[src/rtl/median3x3_filter.sv]
`timescale 1ns/1ps
// median3x3_filter
// Three-stage pipelined 3x3 median filter. Each accepted window is reduced
// with the row-sort network: sort each row, then take max-of-mins,
// med-of-meds and min-of-maxes, and the median of those three values is the
// median of all nine pixels. A per-window bypass flag selects the centre
// pixel instead. The block counts emitted pixels and raises a sticky done
// when a full frame has been produced.
module median3x3_filter #(
    parameter int DATA_W     = 8,
    parameter int NUM_PIXELS = 65536,
    parameter int CNT_W      = 17
) (
    input  logic              clk,
    input  logic              rst,
    input  logic              in_valid,
    input  logic              bypass,
    input  logic [DATA_W-1:0] pixelr1,
    input  logic [DATA_W-1:0] pixelr2,
    input  logic [DATA_W-1:0] pixelr3,
    input  logic [DATA_W-1:0] pixelr4,
    input  logic [DATA_W-1:0] pixelr5,
    input  logic [DATA_W-1:0] pixelr6,
    input  logic [DATA_W-1:0] pixelr7,
    input  logic [DATA_W-1:0] pixelr8,
    input  logic [DATA_W-1:0] pixelr9,
    output logic              out_valid,
    output logic [DATA_W-1:0] pixel_out,
    output logic [CNT_W-1:0]  pixel_cnt,
    output logic              done
);

    // Terminal count of one frame and the counter increment, sized to the counter.
    localparam logic [CNT_W-1:0] CNT_MAX = CNT_W'(NUM_PIXELS);
    localparam logic [CNT_W-1:0] CNT_ONE = CNT_W'(1);

    // ------------------------------------------------------------------
    // Compare helpers. Unsigned compares only; on a tie either operand is
    // returned, which is the same value, so the result never depends on
    // tie order.
    // ------------------------------------------------------------------
    function automatic logic [DATA_W-1:0] min2(input logic [DATA_W-1:0] a,
                                               input logic [DATA_W-1:0] b);
        return (a < b) ? a : b;
    endfunction

    function automatic logic [DATA_W-1:0] max2(input logic [DATA_W-1:0] a,
                                               input logic [DATA_W-1:0] b);
        return (a < b) ? b : a;
    endfunction

    function automatic logic [DATA_W-1:0] min3(input logic [DATA_W-1:0] a,
                                               input logic [DATA_W-1:0] b,
                                               input logic [DATA_W-1:0] c);
        return min2(min2(a, b), c);
    endfunction

    function automatic logic [DATA_W-1:0] max3(input logic [DATA_W-1:0] a,
                                               input logic [DATA_W-1:0] b,
                                               input logic [DATA_W-1:0] c);
        return max2(max2(a, b), c);
    endfunction

    // Median of three: the larger of (smaller of a,b) and (smaller of the
    // larger of a,b and c).
    function automatic logic [DATA_W-1:0] med3(input logic [DATA_W-1:0] a,
                                               input logic [DATA_W-1:0] b,
                                               input logic [DATA_W-1:0] c);
        return max2(min2(a, b), min2(max2(a, b), c));
    endfunction

    // ------------------------------------------------------------------
    // Acceptance: no backpressure, but once the frame is done every new
    // window is ignored until reset.
    // ------------------------------------------------------------------
    logic accept;
    assign accept = in_valid & ~done;

    // ------------------------------------------------------------------
    // Stage 1: sort each row into min / med / max.
    // ------------------------------------------------------------------
    logic [DATA_W-1:0] r1_min_d, r1_med_d, r1_max_d;
    logic [DATA_W-1:0] r2_min_d, r2_med_d, r2_max_d;
    logic [DATA_W-1:0] r3_min_d, r3_med_d, r3_max_d;

    // Row sorting network for the incoming window.
    always_comb begin
        // NOTE: every always_comb output gets a default first so no path
        // can leave it unassigned and infer a latch.
        r1_min_d = '0; r1_med_d = '0; r1_max_d = '0;
        r2_min_d = '0; r2_med_d = '0; r2_max_d = '0;
        r3_min_d = '0; r3_med_d = '0; r3_max_d = '0;

        r1_min_d = min3(pixelr1, pixelr2, pixelr3);
        r1_med_d = med3(pixelr1, pixelr2, pixelr3);
        r1_max_d = max3(pixelr1, pixelr2, pixelr3);

        r2_min_d = min3(pixelr4, pixelr5, pixelr6);
        r2_med_d = med3(pixelr4, pixelr5, pixelr6);
        r2_max_d = max3(pixelr4, pixelr5, pixelr6);

        r3_min_d = min3(pixelr7, pixelr8, pixelr9);
        r3_med_d = med3(pixelr7, pixelr8, pixelr9);
        r3_max_d = max3(pixelr7, pixelr8, pixelr9);
    end

    logic              s1_valid;
    logic              s1_bypass;
    logic [DATA_W-1:0] s1_centre;
    logic [DATA_W-1:0] s1_r1_min, s1_r1_med, s1_r1_max;
    logic [DATA_W-1:0] s1_r2_min, s1_r2_med, s1_r2_max;
    logic [DATA_W-1:0] s1_r3_min, s1_r3_med, s1_r3_max;

    // Stage 1 register: sorted rows, centre pixel, bypass flag and valid bit.
    always_ff @(posedge clk) begin
        // NOTE: sequential state uses non-blocking assignments so every
        // register samples its inputs from before the edge.
        if (rst) begin
            // NOTE: data registers are reset too, not just the valid bits,
            // so no stale pixel from before the reset can reach the output.
            s1_valid  <= 1'b0;
            s1_bypass <= 1'b0;
            s1_centre <= '0;
            s1_r1_min <= '0; s1_r1_med <= '0; s1_r1_max <= '0;
            s1_r2_min <= '0; s1_r2_med <= '0; s1_r2_max <= '0;
            s1_r3_min <= '0; s1_r3_med <= '0; s1_r3_max <= '0;
        end else begin
            s1_valid <= accept;
            if (accept) begin
                s1_bypass <= bypass;
                s1_centre <= pixelr5;
                s1_r1_min <= r1_min_d; s1_r1_med <= r1_med_d; s1_r1_max <= r1_max_d;
                s1_r2_min <= r2_min_d; s1_r2_med <= r2_med_d; s1_r2_max <= r2_max_d;
                s1_r3_min <= r3_min_d; s1_r3_med <= r3_med_d; s1_r3_max <= r3_max_d;
            end
        end
    end

    // ------------------------------------------------------------------
    // Stage 2: reduce the sorted rows to three candidates.
    //   a = max of row minima, b = median of row medians, c = min of row maxima
    // ------------------------------------------------------------------
    logic [DATA_W-1:0] a_d, b_d, c_d;

    // Column reduction of the sorted rows.
    always_comb begin
        a_d = '0;
        b_d = '0;
        c_d = '0;
        a_d = max3(s1_r1_min, s1_r2_min, s1_r3_min);
        b_d = med3(s1_r1_med, s1_r2_med, s1_r3_med);
        c_d = min3(s1_r1_max, s1_r2_max, s1_r3_max);
    end

    logic              s2_valid;
    logic              s2_bypass;
    logic [DATA_W-1:0] s2_centre;
    logic [DATA_W-1:0] s2_a, s2_b, s2_c;

    // Stage 2 register: candidates plus the centre pixel and flags.
    always_ff @(posedge clk) begin
        if (rst) begin
            s2_valid  <= 1'b0;
            s2_bypass <= 1'b0;
            s2_centre <= '0;
            s2_a      <= '0;
            s2_b      <= '0;
            s2_c      <= '0;
        end else begin
            s2_valid <= s1_valid;
            if (s1_valid) begin
                s2_bypass <= s1_bypass;
                s2_centre <= s1_centre;
                s2_a      <= a_d;
                s2_b      <= b_d;
                s2_c      <= c_d;
            end
        end
    end

    // ------------------------------------------------------------------
    // Stage 3: final median or bypassed centre. Windows still in flight
    // when the frame completes drain silently: emit is held low by done.
    // ------------------------------------------------------------------
    logic              emit;
    logic [DATA_W-1:0] result_d;
    logic [CNT_W-1:0]  cnt_next;

    // Output selection, emit qualification and next count.
    always_comb begin
        result_d = '0;
        emit     = 1'b0;
        cnt_next = '0;
        result_d = s2_bypass ? s2_centre : med3(s2_a, s2_b, s2_c);
        emit     = s2_valid & ~done;
        cnt_next = pixel_cnt + CNT_ONE;
    end

    // Output register: pixel_out only changes when a pixel is emitted.
    always_ff @(posedge clk) begin
        if (rst) begin
            out_valid <= 1'b0;
            pixel_out <= '0;
        end else begin
            out_valid <= emit;
            if (emit) begin
                pixel_out <= result_d;
            end
        end
    end

    // Frame counter: counts with each emitted pixel, saturates at the frame
    // size, and sets the sticky done on the edge the last pixel is emitted.
    always_ff @(posedge clk) begin
        if (rst) begin
            pixel_cnt <= '0;
            done      <= 1'b0;
        end else if (emit && (pixel_cnt != CNT_MAX)) begin
            pixel_cnt <= cnt_next;
            if (cnt_next == CNT_MAX) begin
                done <= 1'b1;
            end
        end
    end

endmodule
[config.mk]
export PLATFORM = sky130hd
export DESIGN_NAME = median3x3_filter
export DESIGN_NICKNAME = d
export VERILOG_FILES = /design/src/rtl/median3x3_filter.sv
export SDC_FILE = /design/constraint.sdc
export NUM_CORES = 1
export LEC_CHECK = 0
export CORE_MARGIN = 2
export CORE_UTILIZATION = 30
export CTS_BUF_LIST = sky130_fd_sc_hd__clkbuf_16
export CTS_CLUSTER_SIZE = 28
export DETAILED_ROUTE_END_ITERATION = 8
export PLACE_DENSITY_LB_ADDON = 0.3
export SLEW_MARGIN = 20
export SYNTH_ARGS = -nofsm -noshare
export SYNTH_HDL_FRONTEND = slang
export SYNTH_SLANG_ARGS = --single-unit
[constraint.sdc]
create_clock -name clk -period 6 [get_ports clk]
set_clock_uncertainty 0.15 [all_clocks]
set_input_delay 0.6 -clock clk [delete_from_list [all_inputs] [get_ports clk]]
set_output_delay 0.6 -clock clk [all_outputs]
set_load 0.005 [all_outputs]
# After elaboration in Yosys (flattened, before gate mapping)
# Index checks and enable logic that the tools add are counted.
[op_classes] addsub=1 mul=0 div_mod_pow=0 order_cmp=22 n_eq_ne=2 shift=0 muxes=31 n_bitwise=3 n_reduce_logical=2
[op_table] operator="$mux W8" n=31
[op_table] operator="$lt A8 B8 Y1" n=22
[op_table] operator="$add A17 B1 Y17 const B" n=1
[op_table] operator="$eq A17 B17 Y1 const B" n=1
[op_table] operator="$ne A17 B17 Y1 const B" n=1
[op_table] operator="$and A1 B1 Y1" n=2
[op_table] operator="$reduce_and A2 Y1" n=1
[op_table] operator="$logic_and A1 B1 Y1" n=1
[op_table] operator="$not A1 Y1" n=1
[word_totals] register_bits=143 latch_bits=0 ram_bits=0 romBits=0 inputBits=76 wordCells=83 n_memories=0

# Longest topological paths before layout
# Gate-level depths: netlist (run 1).
[depth] word_depth=7 depth_mapped=25 depth_no_buf=23

# Worst setup path before layout (run 1)
# OpenSTA, ideal clock, no wires.
[synth_timing] kind="input to register" start="input port pixelr8[3]" end="register s1_r3_med[0]" setup_time_ns=0.086 t_arrival_ns=5.711 t_required_ns=5.764 setup_slack_ns=0.052 stages=24 path_cell_list="inv_1 ha_1 o21a_1 o21a_1 a21oi_1 o21ai_1 clkbuf_1 mux2_2 ha_1 a21o_1 a21o_1 a221oi_1 inv_1 a31oi_1 buf_4 mux2i_1 ha_1 a21o_1 a21o_1 a21oi_1 o31a_1 a31o_2 mux2_2 a211oi_1"
[synth_between] elab_chain_len=6 elab_cells_between_ends=7 cone_classes="order compare: 3; mux: 4"
[synth_lines] element="start, declared" line="25" text="input logic [DATA_W-1:0] pixelr8,"
[synth_lines] element="$lt A8 B8 Y1" line="44, 49"
[synth_lines] element="$mux W8" line="49" text="return (a < b) ? b : a;"
[synth_lines] element="$lt A8 B8 Y1" line="44" text="return (a < b) ? a : b;"
[synth_lines] element="$mux W8" line="44"
[synth_lines] element="$lt A8 B8 Y1" line="49"
[synth_lines] element="$mux W8 *" line="49"
[synth_lines] element="end signal, assigned" line="134" text="s1_r3_min <= r3_min_d; s1_r3_med <= r3_med_d; s1_r3_max <= r3_max_d;"
[synth_lines] element="end, declared" line="112" text="logic [DATA_W-1:0] s1_r3_min, s1_r3_med, s1_r3_max;"
# Mark *: on every way between the ends. The rest lies on a longest branch, timed or not.
# A chain may end at the register's enable or synchronous reset.

# Worst setup path in the final report (run 1)
[layout_timing] start="register s1_r1_med[7]" end="register s2_b[7]"
[layout_between] elab_chain_len=6 elab_cells_between_ends=7 cone_classes="order compare: 3; mux: 4"
[layout_lines] element="start, declared" line="110" text="logic [DATA_W-1:0] s1_r1_min, s1_r1_med, s1_r1_max;"
[layout_lines] element="start signal, assigned" line="132" text="s1_r1_min <= r1_min_d; s1_r1_med <= r1_med_d; s1_r1_max <= r1_max_d;"
[layout_lines] element="$lt A8 B8 Y1" line="44, 49"
[layout_lines] element="$mux W8" line="49"
[layout_lines] element="$lt A8 B8 Y1" line="44"
[layout_lines] element="$mux W8" line="44"
[layout_lines] element="$lt A8 B8 Y1" line="49"
[layout_lines] element="$mux W8 *" line="49"
[layout_lines] element="end signal, assigned" line="167" text="s2_b <= '0;"
[layout_lines] element="end signal, assigned" line="175" text="s2_b <= b_d;"
[layout_lines] element="end, declared" line="158" text="logic [DATA_W-1:0] s2_a, s2_b, s2_c;"
# Marked as above.

==> run summary, run 1 <==
top cells by count, synth: ha_1 (157), nand2_1 (156), dfxtp_1 (143), inv_1 (128), nor2_1 (92)
starting density of the core: 30.5%
EDFF count, synth: 0
routed len/inst: 16.9 µm
Clock Sinks: 143
Peak VDD IR: 250 µV
area grow syn2layout: 24.3%
minimum clock period: 5.69 ns
RSZ-0062 raised after global routing: yes
PwrDens: 362 nW/µm²
CTS H-tree depth: 4
Reg clk slew, reported paths: 0.07 ns
number of global-route vias before repair: 11,200
CP peak stage delay: 0.44 ns
antenna violations before repair: 0
DR pass1 iterations: 7
top cell type's share of synthesized area: 23.4%
CP arrival: 5.81 ns
top cells by area, synth: dfxtp_1 (23%), ha_1 (16%), mux2_2 (7.7%)
final WL: 37,100 µm
post-synthesis compound-gate area fraction: 22.4%
setup TNS: 0 ns
fraction of layout cells with a size suffix above 1: 15.8%
Hold Vio Cnt, Final: 0
clk_lat worst skew: 0.42 ns
Fin Hold WS: 0.311 ns
Worst setup EP type: flop
antenna diode count: 0
critical path startpoint category: flop
syn_area_per_cell: 8.24 µm²
status: complete, no violations
Die W: 206 µm
mux share of post-synthesis cell area: 13.7%
largest family of logic cells by synthesized area: compound AO/OA/AOI/OAI gates
CP top delay family: compound AO/OA/AOI/OAI gates
total of max-cap violations: 0
Synthesized Nets: 1,715
Critical Path Fanout Max: 15
dpl hpwl: 29,500 µm
fmax: 176 MHz
YS warnings: 0
Synth Instances: 1,482
hold_buf cts: 0
DRC: 0
Synth Area in Adders: 16.1%
NumNets Final: 1,892
Crit Path Class: flop to flop
vias per inst: 5.19
die footprint: 42,300 µm²
ANT nets after route: 0
Netlist cell types: 67
synthesized area: 12,200 µm²
Most flops, register: pixel_cnt
max-slew violations: 0
Ports: 103
Worst setup startpoint: s1_r1_med[7]
TritonCTS clock tree: built
Seq/Total Area, Yosys: 23.4%
CP max stage cell: dfxtp_1
xor/xnor cell area share of the yosys netlist: 1.36%
global-route wire length before repair: 59,400 µm
max reg flops: 17
Hold WC Path Type: flop to flop
Final setup viols: 0
Slew headroom: 41.0%
routability congestion estimate: 0.890
most frequent cell after synthesis: ha_1
hold_sp: s1_centre[5]
drt first-iter violations: 675
Final Cycle Share: 94.8%
CTS root buffer: clkbuf_16
GRT Total Usage: 17.5%
FF-to-FF Start: s1_r1_med[7]
die height: 206 µm
Critical Path RT: 6.12 ns
row count: 73
dominant synthesized flop cell: dfxtp_1
flops & latches, synth: 143
fraction of registers with async set/reset: 0%
Least-Margin Pin Slew: 0.885 ns
Critical Path, Cell by Cell: ha_1, a21oi_1, o21a_1, a21boi_1, buf_4, mux2_2, ha_1, a211oi_1, a211o_1, and2_1, a41oi_1, buf_4, mux2i_1, ha_1, a21o_1, a21oi_1, nor2_1, o22ai_1, o221ai_1, a21boi_1, buf_4, o32a_1, o31ai_2
Core ar.: 40,000 µm²
vias: 11,400
Simple-Gate Fraction of Synth Area: 17.0%
pin count of the biggest net entering global routing: 85
number of port buffers: 102
TritonCTS Buffers: 17
Yosys top cell by area: dfxtp_1
reg-to-reg setup timing slack: 0.31 ns
Leak: 6.72 nW
CTS max path bufs: 2
crit path buf inv count: 3
gr ovfl total: 0
tightest hold or removal path, cell delays in order, from the launching register on:
cell     delay (ns)
dfxtp_1        0.31
nand2_1        0.05
a21oi_1        0.05
per-stage QoR:
step	total power, mW	setup slack [ns]	instance area [µm²]	cells	utilization [%]
2_1_floorplan	3.47	0.0523	12200	1482	-
3_3_place_gp	4.28	-0.0898	14600	2163	36.4
3_5_place_dp	4.33	-0.283	14600	2163	36.4
4_1_cts	5.40	0.138	15100	2195	37.8
5_1_grt	5.92	-0.0204	15200	2197	38.0
6_report	5.49	0.312	15200	2197	38.0
per-layer routing:
layer | GRT usage [%] | vias to the layer above | routed length, µm
li1 | - | 5761 | -
met1 | 23.8 | 5375 | 17700
met2 | 30.1 | 237 | 17700
met3 | 1.71 | 27 | 1260
met4 | 3.32 | 0 | 424
met5 | 0 | - | 0
power breakdown:
part / internal [mW] / switching (mW) / total, mW
Clock: 0.610 / 0.437 / 1.05
Sequential: 1.07 / 0.124 / 1.20
Combinational: 1.49 / 1.75 / 3.24
Total: 3.18 / 2.31 / 5.49
cells in the final DEF (no fill, tap or decap), types with 7 or more instances in the layout:
cell type        Yosys  layout
nor2_1              92      92
and3_1              19      19
xnor2_1              8       8
nand4_1             18      18
nand3b_1            22      22
o21a_1              23      23
o31ai_1              9       8
a21o_1              54      54
mux2i_1             72      71
o211ai_1             7       7
o221ai_1            10      10
a21oi_1             78      78
a211oi_1             8       8
o32a_1               7       7
o21ai_0             74      74
xor2_1              11      11
mux2_2              83      83
clkdlybuf4s50_1      0     101
o32ai_1             10      10
a211o_1             29      28
nor2b_1             16      15
nand3_1             19      19
o22ai_2              8       8
dfxtp_1            143     143
nand4b_1             7       7
or3_1                7       7
nand2_1            156     156
nor3_1              18      18
ha_1               157     157
inv_1              128     130
clkbuf_16            0      17
nand2b_1            28      27
buf_4                3     118
what timing repair did:
item,in CTS,in global routing
gates resized for setup,0,8
buffers inserted,0,2
setup endpoints to repair,0,32
path summary, 6_finish.rpt:
path             endpoint  cells after the start
max               s2_b[7]                     23
min          s1_centre[5]                      2
max reg2reg       s2_b[7]                     23
min reg2reg  s1_centre[5]                      2
area by class of cell:
cell class	instances	area (µm²)
Clock buffer	17	425
Clock inverter	15	148
Fill cell	4137	24800
Inverter	129	484
Multi-Input combinational cell	1147	8670
Sequential cell	143	2860
Tap cell	525	657
Timing Repair Buffer	221	1940
kinds of logic after synthesis:
logic type                 Yosys count
muxes                              156
adders and majority gates          157
DFF                                143
xor gates and xnor gates            19
buffers and inverters              192
and+or+nand+nor                    424
AOI/OAI and AO/OA                  391
(Power assumes the default switching activity.)
==> run 2: changes to the inputs <==
--- a/config.mk
+++ b/config.mk
@@ -5,6 +5,8 @@
 export SDC_FILE = /design/constraint.sdc
 export NUM_CORES = 1
 export LEC_CHECK = 0
+export CELL_PAD_IN_SITES_DETAIL_PLACEMENT = 0
+export CELL_PAD_IN_SITES_GLOBAL_PLACEMENT = 1
 export CORE_MARGIN = 2
 export CORE_UTILIZATION = 30
 export CTS_BUF_LIST = sky130_fd_sc_hd__clkbuf_16
@@ -15,3 +17,4 @@
 export SYNTH_ARGS = -nofsm -noshare
 export SYNTH_HDL_FRONTEND = slang
 export SYNTH_SLANG_ARGS = --single-unit
+export TNS_END_PERCENT = 100
==> run summary, run 2 (same netlist as run 1, synthesis figures left out) <==
final core utilization: 38.4% (+0.45 points)
Least-Margin Pin Slew: 0.816 ns (-0.0683 ns)
design area: 15,400 µm² (+1.2%)
CTS max path bufs: 2 (unchanged)
Worst setup EP type: flop
vias: 11,500 (+0.46%)
TritonCTS Buffers: 17 (unchanged)
most common cell after layout, fill and taps aside: ha_1
hold_sp: s1_centre[6]
routability congestion estimate: 0.887 (-0.40%)
routed len/inst: 17.8 µm (+5.4%)
clk_lat worst skew: 0.43 ns (about the same)
NumNets Final: 1,904 (+0.63%)
CP arrival: 5.95 ns (+0.14 ns)
number of global-route vias before repair: 11,300 (+1.6%)
vias per inst: 5.18 (about the same)
Crit Path Class: input pin to flop
GRT Total Usage: 18.6% (+1.1 points)
TritonCTS clock tree: built
fmax: 174 MHz (-1.2%)
max reg flops: 17 (unchanged)
Critical Path RT: 6.19 ns (+0.07 ns)
critical path startpoint category: input pin
Core ar.: 40,000 µm² (unchanged)
starting density of the core: 30.5% (unchanged)
Hold WC Path Type: flop to flop
CTS root buffer: clkbuf_16
reg-to-reg setup timing slack: 0.29 ns (-0.02 ns)
die height: 206 µm (unchanged)
DRC: 0 (unchanged)
DR pass1 iterations: 5 (-2)
most frequent cells in the layout: ha_1 (157), nand2_1 (156), dfxtp_1 (143), inv_1 (129), buf_4 (128)
status: complete, no violations
Slew headroom: 45.6% (+4.6 points)
Clock Sinks: 143 (unchanged)
dpl hpwl: 31,400 µm (+6.3%)
pin count of the biggest net entering global routing: 74 (-13%)
drt first-iter violations: 658 (-2.5%)
number of port buffers: 102 (unchanged)
Final setup viols: 0 (unchanged)
RSZ-0062 raised after global routing: yes
Reg clk slew, reported paths: 0.06 ns (about the same)
PwrDens: 365 nW/µm² (+0.97%)
Ports: 103 (unchanged)
global-route wire length before repair: 61,700 µm (+3.9%)
max-slew violations: 0 (unchanged)
ANT nets after route: 0 (unchanged)
row count: 73 (unchanged)
antenna diode count: 0 (unchanged)
total of max-cap violations: 0 (unchanged)
Final Cycle Share: 96.0% (+1.1 points)
Peak VDD IR: 221 µV (-12%)
Critical Path Fanout Max: 14 (-1)
Most flops, register: pixel_cnt
Worst setup startpoint: pixelr5[2]
minimum clock period: 5.76 ns (+0.0688 ns)
gr ovfl total: 0 (unchanged)
Leak: 6.79 nW (+1.0%)
antenna violations before repair: 0 (unchanged)
area grow syn2layout: 25.8%
Area after DPL: 14,700 µm² (+0.67%)
Die W: 206 µm (unchanged)
final WL: 39,300 µm (+6.0%)
Hold Vio Cnt, Final: 0 (unchanged)
fraction of layout cells with a size suffix above 1: 16.9% (+1.1 points)
FF-to-FF Start: s1_r2_med[7]
CTS H-tree depth: 4 (unchanged)
die footprint: 42,300 µm² (unchanged)
Fin Hold WS: 0.308 ns (-0.00351 ns)
[run 2: changes by cell type in the layout (fill, tap and decap cells not counted), moves of 2 or more]
cell,delta
a31oi_2,-2
a31oi_4,+2
buf_4,+10
buf_6,+2
inv_6,+2
mux2i_1,-5
mux2i_2,+5
o21ai_2,-3
o21ai_4,+2
[run 2: worst paths after layout]
kind                  end  depth (start not counted)
min reg2reg  s1_centre[6]                          2
min          s1_centre[6]                          2
max reg2reg       s2_b[1]                         23
max          s1_r2_med[0]                         24
[run 2: repair_timing]
action | 4_1_cts | 5_1_grt
setup buffers | 0 | 1
setup endpoints to repair | 0 | 34
hold buffers | 0 | 0
hold endpoints to repair | 0 | 0
resized for setup | 0 | 22
[run 2: layer usage]
metal  up-vias  track usage [%]  wire length, µm
li1       5796                -                -
met1      5425             26.5            20000
met2       200             30.2            17600
met3        31             2.06             1030
met4         0             4.13              603
met5         -                0                0
[run 2: metrics by stage]
step / TNS (ns) / power (mW) / worst slack, ns / cells
floorplan: 0 / 3.47 / 0.0523 / 1482
global placement: -3.24 / 4.40 / -0.399 / 2176
detailed placement: -6.17 / 4.45 / -0.367 / 2176
CTS: 0 / 5.55 / 0.0410 / 2208
global route: -0.0611 / 6.04 / -0.0347 / 2209
finish: 0 / 5.61 / 0.243 / 2209
[run 2: where the power goes]
part	switching, mW	total (mW)	leakage [nW]	internal [mW]
logic	1.83	3.34	5.34	1.51
registers	0.119	1.19	1.17	1.07
clock network	0.454	1.07	0.284	0.618
[run 2: critical path: stages]
cell,delay [ns]
clkdlybuf4s50_1,0.50
inv_1,0.07
ha_1,0.19
or3_1,0.38
a21o_1,0.19
a21oi_1,0.15
o21ai_1,0.11
buf_12,0.17
mux2_2,0.29
ha_1,0.28
a211oi_1,0.21
o21ai_0,0.16
a221oi_2,0.32
inv_1,0.11
a31oi_4,0.23
buf_6,0.19
mux2i_2,0.30
ha_1,0.29
a21o_1,0.16
a21oi_1,0.20
o31a_1,0.16
a31o_2,0.15
mux2_2,0.34
a211oi_1,0.21
[run 2: area by class of cell]
class / count / area, µm²
timing repair buffer: 233 / 2030
multi-input combinational: 1147 / 8740
inverter: 129 / 484
sequential: 143 / 2860
fill: 4152 / 24600
clock inverter: 15 / 160
tap: 525 / 657
clock buffer: 17 / 425
==> run 3: changes to the inputs <==
--- a/config.mk
+++ b/config.mk
@@ -5,10 +5,11 @@
 export SDC_FILE = /design/constraint.sdc
 export NUM_CORES = 1
 export LEC_CHECK = 0
+export CAP_MARGIN = 30
 export CELL_PAD_IN_SITES_DETAIL_PLACEMENT = 0
 export CELL_PAD_IN_SITES_GLOBAL_PLACEMENT = 1
 export CORE_MARGIN = 2
-export CORE_UTILIZATION = 30
+export CORE_UTILIZATION = 33
 export CTS_BUF_LIST = sky130_fd_sc_hd__clkbuf_16
 export CTS_CLUSTER_SIZE = 28
 export DETAILED_ROUTE_END_ITERATION = 8
==> run summary, run 3 (same netlist as run 1, synthesis figures left out) <==
status: complete, no violations
global-route wire length before repair: 60,600 µm (-1.8%)
DRC: 0 (unchanged)
GRT Total Usage: 19.9% (+1.3 points)
fraction of layout cells with a size suffix above 1: 15.4% (-1.6 points)
die footprint: 38,600 µm² (-8.9%)
die height: 196 µm (-4.6%)
Final Power: 5.52 mW (-1.6%)
DR pass1 iterations: 5 (unchanged)
row count: 70 (-4.1%)
Area after DPL: 14,400 µm² (-1.5%)
vias: 11,300 (-0.94%)
Most flops, register: pixel_cnt
NumNets Final: 1,887 (-0.89%)
number of port buffers: 102 (unchanged)
Leak: 6.71 nW (-1.2%)
fmax: 175 MHz (+1.0%)
max-slew violations: 0 (unchanged)
antenna violations before repair: 0 (unchanged)
total of max-cap violations: 0 (unchanged)
Slew headroom: 47.6% (+2.0 points)
routability congestion estimate: 0.892 (+0.53%)
Core ar.: 36,500 µm² (-8.7%)
design area: 15,100 µm² (-1.8%)
combinational share of power: 58.7% (-0.9 points)
CP arrival: 5.86 ns (-0.09 ns)
gr ovfl total: 0 (unchanged)
reg-to-reg setup timing slack: 0.30 ns (about the same)
Seq pwr share: 21.6% (+0.3 points)
minimum clock period: 5.70 ns (-0.0570 ns)
Critical Path Fanout Max: 15 (+1)
clk_lat worst skew: 0.44 ns (about the same)
most frequent cells in the layout: ha_1 (157), nand2_1 (156), dfxtp_1 (143), inv_1 (130), buf_4 (112)
CTS max path bufs: 2 (unchanged)
RSZ-0062 raised after global routing: no
Die W: 196 µm (-4.6%)
area of the multi-input gates: 8660 µm² (-0.90%)
Ports: 103 (unchanged)
max reg flops: 17 (unchanged)
sequential cell area: 2860 µm² (unchanged)
Worst setup EP type: flop
drt first-iter violations: 705 (+7.1%)
ANT nets after route: 0 (unchanged)
Hold WC Path Type: flop to flop
clock power share: 19.7% (+0.6 points)
CTS root buffer: clkbuf_16
CTS H-tree depth: 4 (unchanged)
Hold Vio Cnt, Final: 0 (unchanged)
dpl hpwl: 30,400 µm (-3.2%)
critical path startpoint category: flop
Least-Margin Pin Slew: 0.785 ns (-0.0317 ns)
Filler cells: 3,725 (-10%)
Critical Path, Cell by Cell: inv_1, ha_1, a21oi_1, o21a_1, a21boi_1, buf_4, mux2_2, ha_1, nand4_1, a211o_1, and2_1, a41oi_1, buf_4, mux2i_1, ha_1, a21o_1, a21oi_1, nor2_1, o22ai_2, nand3_1, a21boi_1, nor2_1, o31ai_1
Clock Sinks: 143 (unchanged)
Crit Path Class: flop to flop
sw frac: 42.6% (-0.25 points)
TritonCTS Buffers: 17 (unchanged)
Final Cycle Share: 95.0% (-0.95 points)
P_int: 3.17 mW (-1.2%)
final WL: 37,900 µm (-3.5%)
pin count of the biggest net entering global routing: 95 (+28%)
CP max stage cell: mux2i_1
Final setup viols: 0 (unchanged)
area grow syn2layout: 23.5%
starting density of the core: 33.4% (+2.9 points)
Critical Path RT: 6.16 ns (-0.03 ns)
Psw: 2.35 mW (-2.2%)
routed len/inst: 17.7 µm (-0.19%)
Reg clk slew, reported paths: 0.07 ns (about the same)
most common cell after layout, fill and taps aside: ha_1
vias per inst: 5.31 (+2.5%)
CP peak stage delay: 0.39 ns (-0.11 ns)
setup repair bufs after CTS: 0 (unchanged)
Peak VDD IR: 234 µV (+6.0%)
TritonCTS clock tree: built
PwrDens: 366 nW/µm² (+0.21%)
most used cell along the critical path: ha_1
antenna diode count: 0 (unchanged)
number of global-route vias before repair: 11,100 (-1.7%)
[run 3: cell count changes in the layout (fill, tap and decap cells not counted), moves of 2 or more]
cell      change
o21ai_4       -2
o21ai_2       +2
mux2i_2       -5
o31ai_1       +2
o31ai_2       -2
mux2i_1       +5
a31oi_4       -2
a221oi_2      -2
buf_4        -16
buf_6         -2
a221oi_1      +2
[run 3: layout make-up]
class / count / share of cell area (%)
Multi-Input combinational cell: 1147 / 57.4
Sequential cell: 143 / 19.0
Timing Repair Buffer: 216 / 12.6
Tap cell: 468 / 3.88
Inverter: 129 / 3.21
Clock buffer: 17 / 2.82
Clock inverter: 15 / 1.06
[run 3: power groups by stage]
stage / Combinational, mW / Sequential [mW] / Clock [mW]
after floorplan: 2.31 / 1.16 / 0
after global placement: 3.14 / 1.21 / 0
after detailed placement: 3.19 / 1.21 / 0
after CTS: 3.20 / 1.19 / 1.11
after global routing: 3.60 / 1.21 / 1.14
final: 3.24 / 1.19 / 1.09
[run 3: timing repair]
action / in CTS / in global routing
gates resized for setup: 0 / 6
endpoints found under the setup margin: 0 / 24
hold buffers: 0 / 0
[run 3: final timing paths]
path	start	cells after the start	endpoint
min	s1_centre[2]	2	s1_centre[2]
min reg2reg	s1_centre[2]	2	s1_centre[2]
max	s1_r2_med[7]	23	s2_b[1]
max reg2reg	s1_r2_med[7]	23	s2_b[1]
[run 3: layer usage]
| metal | routed length (µm) | vias to the layer above | GRT usage [%] |
|---|---|---|---|
| met5 | 0 | - | 0 |
| met4 | 695 | 0 | 5.64 |
| met3 | 1330 | 42 | 3.08 |
| met2 | 17000 | 193 | 31.9 |
| met1 | 18900 | 5351 | 27.6 |
| li1 | - | 5758 | - |
[run 3: metrics by stage]
stage                     hold slack (ns)  setup WS (ns)  cells  TNS, ns  utilization (%)
final                               0.306          0.300   2135        0             41.3
after global routing                0.341        0.00766   2135        0             41.3
after CTS                           0.309          0.217   2134        0             41.1
after detailed placement            0.300         -0.232   2102    -2.67             39.5
after global placement              0.295        -0.0968   2101   -0.624             39.5
after floorplan                     0.286         0.0523   1482        0                -
[run 3: worst max-delay path, delay by kind of cell, from the launching register on]
kind                     cells  cell delay [ns]
AND/OR/NAND/NOR              5             0.73
buffers and inverters        3             0.51
adder cells (fa/ha/maj)      3             0.92
AO/OA/AOI/OAI               10             2.15
flip-flops                   1             0.36
multiplexers                 2             0.76
